===== src/rtl/legv8_mem_arbiter.sv =====
// Two-port round-robin arbiter in front of a single-port LEGv8 data RAM.
// Each granted access runs IDLE -> ACCESS -> DONE, one cycle per state.
module legv8_mem_arbiter #(
    parameter int ADDR_W = 8,
    parameter int DATA_W = 64
) (
    input  logic              clock,
    input  logic              reset_n,
    input  logic              p0_req,
    input  logic              p0_we,
    input  logic [ADDR_W-1:0] p0_addr,
    input  logic [DATA_W-1:0] p0_wdata,
    output logic              p0_ack,
    output logic [DATA_W-1:0] p0_rdata,
    input  logic              p1_req,
    input  logic              p1_we,
    input  logic [ADDR_W-1:0] p1_addr,
    input  logic [DATA_W-1:0] p1_wdata,
    output logic              p1_ack,
    output logic [DATA_W-1:0] p1_rdata,
    output logic [ADDR_W-1:0] ram_address,
    output logic [DATA_W-1:0] ram_in,
    output logic              ram_writeEn,
    input  logic [DATA_W-1:0] ram_out,
    output logic              busy,
    output logic              last_grant
);

    typedef enum logic [1:0] {
        IDLE   = 2'd0,
        ACCESS = 2'd1,
        DONE   = 2'd2
    } state_t;

    state_t state;
    state_t state_nx;
    logic   any_req;
    logic   pick;
    logic   we_q;

    assign any_req = p0_req | p1_req;
    // On a tie the port that did not win last time goes next.
    assign pick = (p0_req & p1_req) ? ~last_grant : p1_req;

    always_ff @(posedge clock or negedge reset_n) begin
        if (!reset_n) begin
            state <= IDLE;
        end else begin
            state <= state_nx;
        end
    end

    always_comb begin
        state_nx = IDLE;
        unique case (state)
            IDLE:    state_nx = any_req ? ACCESS : IDLE;
            ACCESS:  state_nx = DONE;
            DONE:    state_nx = IDLE;
            default: state_nx = IDLE;
        endcase
    end

    always_comb begin
        busy        = 1'b0;
        ram_writeEn = 1'b0;
        p0_ack      = 1'b0;
        p1_ack      = 1'b0;
        unique case (state)
            IDLE: begin
                busy = 1'b0;
            end
            ACCESS: begin
                busy        = 1'b1;
                ram_writeEn = we_q;
            end
            DONE: begin
                busy   = 1'b1;
                p0_ack = ~last_grant;
                p1_ack = last_grant;
            end
            default: begin
                busy = 1'b1;
            end
        endcase
    end

    // last_grant doubles as the owner of the transaction in flight.
    always_ff @(posedge clock or negedge reset_n) begin
        if (!reset_n) begin
            ram_address <= '0;
            ram_in      <= '0;
            we_q        <= 1'b0;
            last_grant  <= 1'b1;
            p0_rdata    <= '0;
            p1_rdata    <= '0;
        end else begin
            if (state == IDLE && any_req) begin
                ram_address <= pick ? p1_addr : p0_addr;
                ram_in      <= pick ? p1_wdata : p0_wdata;
                we_q        <= pick ? p1_we : p0_we;
                last_grant  <= pick;
            end
            if (state == ACCESS && !we_q) begin
                if (last_grant) begin
                    p1_rdata <= ram_out;
                end else begin
                    p0_rdata <= ram_out;
                end
            end
        end
    end

endmodule


===== config.mk =====
export PLATFORM = sky130hd
export DESIGN_NAME = legv8_mem_arbiter
export DESIGN_NICKNAME = d
export VERILOG_FILES = /design/src/rtl/legv8_mem_arbiter.sv
export SDC_FILE = /design/constraint.sdc
export NUM_CORES = 1
export LEC_CHECK = 0
export BUFFER_PORTS_ARGS = -buffer_cell sky130_fd_sc_hd__buf_2
export CELL_PAD_IN_SITES_DETAIL_PLACEMENT = 0
export CELL_PAD_IN_SITES_GLOBAL_PLACEMENT = 1
export CORE_AREA = 2 2 164 166
export CTS_CLUSTER_SIZE = 25
export DETAILED_ROUTE_END_ITERATION = 10
export DIE_AREA = 0 0 166 168
export PLACE_DENSITY = 0.84
export SYNTH_ARGS = -nofsm -noshare
export SYNTH_HDL_FRONTEND = slang
export SYNTH_SLANG_ARGS = --single-unit

===== constraint.sdc =====
create_clock -name clock -period 4 [get_ports clock]
set_input_delay 0.8 -clock clock [delete_from_list [all_inputs] [get_ports clock]]
set_output_delay 0.8 -clock clock [all_outputs]
set_load 0.005 [all_outputs]

==> impl_metrics.csv <==
group,metric,value,unit
logic_synthesis,ys_seq_elements,204,
logic_synthesis,yosys_warnings,0,
global_route,grt_pass1_vias,6972,
logic_synthesis,synth.top_cell.area_share,58.74,%
power_and_ir_drop,power,0.009472,W
floorplanning,rows,60,
worst_hold_path,min_path_type,"input pin to async pin",
final_layout,drive_gt1_share,54.43,%
sta,fin_crit_sh,59.77,%
placement,gp_congestion,0.7845,
sta,fin_skew,0.01028,ns
final_layout,syn_to_final_growth,35.27,%
clocking,root_buffer,"clkbuf_16",
placement,dpl.hpwl,17.48,mm
sta,period_needed,2.391,ns
floorplanning,io_pins,419,
clocking,htree_levels,1,
setup_path,worstPathRequired,3.20,ns
logic_synthesis,synth_cells,692,
sta,finalHoldViolCount,0,
drt,viasPerCell,4.845,
setup_path,r2r_slack,1.74,ns
drt,vias,7015,
power_and_ir_drop,ir_worst_vdd,0.0004816,V
sta,final-setup-viol-count,0,
clocking,clkTransAtPathRegs,0.06,ns
global_route,overflow,0,
sta,rsz0062_at_grt,"no",
floorplanning,fp.coreArea,0.02635,mm^2
sta,relSlewSlack,39.86,%
power_and_ir_drop,pwr_density_cell,809.7,mW/mm^2
logic_synthesis,synth_seq_area_share,59.04,%
clocking,cts_setup_buffers,0,
floorplanning,start_util,32.82,%
drt,antenna_left,0,
drt,drt-pass1-iter-count,4,
clocking,ctsHoldBuffers,0,
setup_path,path_class,"register to primary output",
drt,drt_first_iter_violations,336,
placement,io_buffers,418,
global_route,antenna_found_initial,1,
setup_path,timing.rr.start,"state[0]$_DFF_PN0_",
setup_path,critPathLaunchType,"register",
sta,tightest_slew,0.9021,ns
drt,wl,25.08,mm
setup_path,arrival,1.59,ns
outcome,status,"finished, final reports clean",
drt,drc,0,
floorplanning,die_y,168,um
logic_synthesis,synth-compound-area-share,9.838,%
sta,slew_violations,0,
global_route,grt_max_degree,78,
clocking,insertion_delay,0.50,ns
clocking,cts_tree,"built",
drt,post_drt_wl_per_cell,17.32,um
logic_synthesis,muxShareOfSynthArea,19.27,%
clocking,ctsResizeCount,0,
sta,setup_tns,0,ns
job,timing.max_cap.violations,0,
logic_synthesis,yosys.area_share.simple,7.219,%
clocking,cts_buffers,23,
logic_synthesis,synth_cell_types,24,
sta,fmax,418.2,MHz
global_route,grt_use_total,17.30,%
setup_path,crit_fanout,21,
floorplanning,die_width,166,um
logic_synthesis,synthTopCellsByArea,"dfrtp_1, mux2_4, mux2_2",
logic_synthesis,synth-xor-area-share,0,%
clocking,cts_buffer_depth,3,
logic_synthesis,synth_top_area_cell,"dfrtp_1",
logic_synthesis,avgSynthCellArea,12.50,um^2
setup_path,startpoint,"state[1]$_DFF_PN0_",
power_and_ir_drop,power.leakage,5.756,nW
clocking,cts.sinks,204,
setup_path,end_kind,"primary output",
final_layout,nNetsFinal,1305,
logic_synthesis,synth_nets,906,
global_route,grt_pass1_wl,39.23,mm
logic_synthesis,synth_top_family_by_area,"multiplexers",
floorplanning,dieArea,0.02789,mm^2
logic_synthesis,synth_adder_area_share,0,%
logic_synthesis,syn_area,0.008648,mm^2
==> path summary, 6_finish.rpt <==
check / end / depth (start not counted)
worst max-delay path: busy / 3
worst min-delay path: ram_in[45]$_DFFE_PN0P_ / 1
worst max register to register: p0_rdata[44]$_DFFE_PN0P_ / 4
worst min register to register: p1_rdata[45]$_DFFE_PN0P_ / 1
max in group asynchronous: p0_rdata[8]$_DFFE_PN0P_ / 2
min in group clock: p1_rdata[45]$_DFFE_PN0P_ / 1
==> power by group <==
part,leakage (nW),internal (W),switching (W)
registers,2.39,0.00312,0.000586
logic,2.99,0.00195,0.00168
clock network,0.373,0.00127,0.000853
total,5.76,0.00635,0.00312
==> logic make-up after synthesis <==
| logic type | Yosys count |
|---|---|
| flops | 204 |
| simple gates | 155 |
| compound gates | 150 |
| mux | 128 |
| buf+inv | 55 |
==> cells in the final DEF (no fill, tap or decap) <==
master / n
clkbuf_1: 1
bufinv_16: 2
clkbuf_16: 23
dfstp_2: 1
a21bo_2: 1
or2_2: 1
nor2_4: 1
a21boi_4: 1
and3b_2: 2
clkinv_2: 5
dfrtp_1: 203
nor3b_4: 1
inv_1: 1
inv_6: 1
buf_2: 417
nor3b_1: 1
a21oi_1: 74
diode_2: 1
clkbuf_8: 6
nand2_1: 146
and2_2: 2
clkinvlp_4: 3
a31oi_1: 74
buf_12: 4
mux2_4: 60
mux2_1: 4
nor2b_4: 1
mux2_2: 64
buf_4: 6
==> layout make-up <==
| cell class | count | area (um^2) |
|---|---|---|
| fillers | 2467 | 14650 |
| well taps | 341 | 426.7 |
| inverters | 1 | 3.754 |
| clock inverters | 11 | 116.4 |
| multi-input cells | 433 | 3169 |
| diodes | 1 | 2.502 |
| repair buffers | 428 | 2226 |
| flip-flops and latches | 204 | 5106 |
| clock buffers | 29 | 648.1 |
==> stage by stage <==
step           util, %  hold slack [ns]  setup slack, ns  instances  area, um^2
4_1_cts          44.39           0.3471            1.580       1447       11700
6_report         44.40           0.3366            1.609       1448       11700
3_3_place_gp     41.49           0.4634            1.517       1407       10930
2_1_floorplan        -           0.4788            2.164        692        8648
5_1_grt          44.40           0.3721            1.490       1448       11700
3_5_place_dp     41.49           0.4744            1.468       1407       10930
==> registers in the layout, summed over array words and instances (netlist names) <==
name / count
ram_in: 64
last_grant: 1
state: 2
p1_rdata: 64
p0_rdata: 64
ram_address: 8
we_q: 1
==> worst max-delay path: stages (launching register included) <==
cell and delay, ns:
dfrtp_1 0.45, nor2_4 0.44, inv_1 0.07, buf_2 0.14
==> cell usage after synthesis, drive strengths merged <==
cell type    n
a21bo        1
a21boi       1
a21oi       74
a31oi       74
and2         2
and3b        2
buf         43
clkbuf      11
dfrtp      203
dfstp        1
inv          1
mux2       128
nand2      146
nor2         1
nor2b        1
nor3b        2
or2          1
==> per-layer routing <==
layer	GRT usage [%]	wire length [um]
met1	23.28	10520
met2	28.00	11910
met3	4.208	2103
met4	4.802	556
met5	0	0
(Power assumes the default switching activity.)
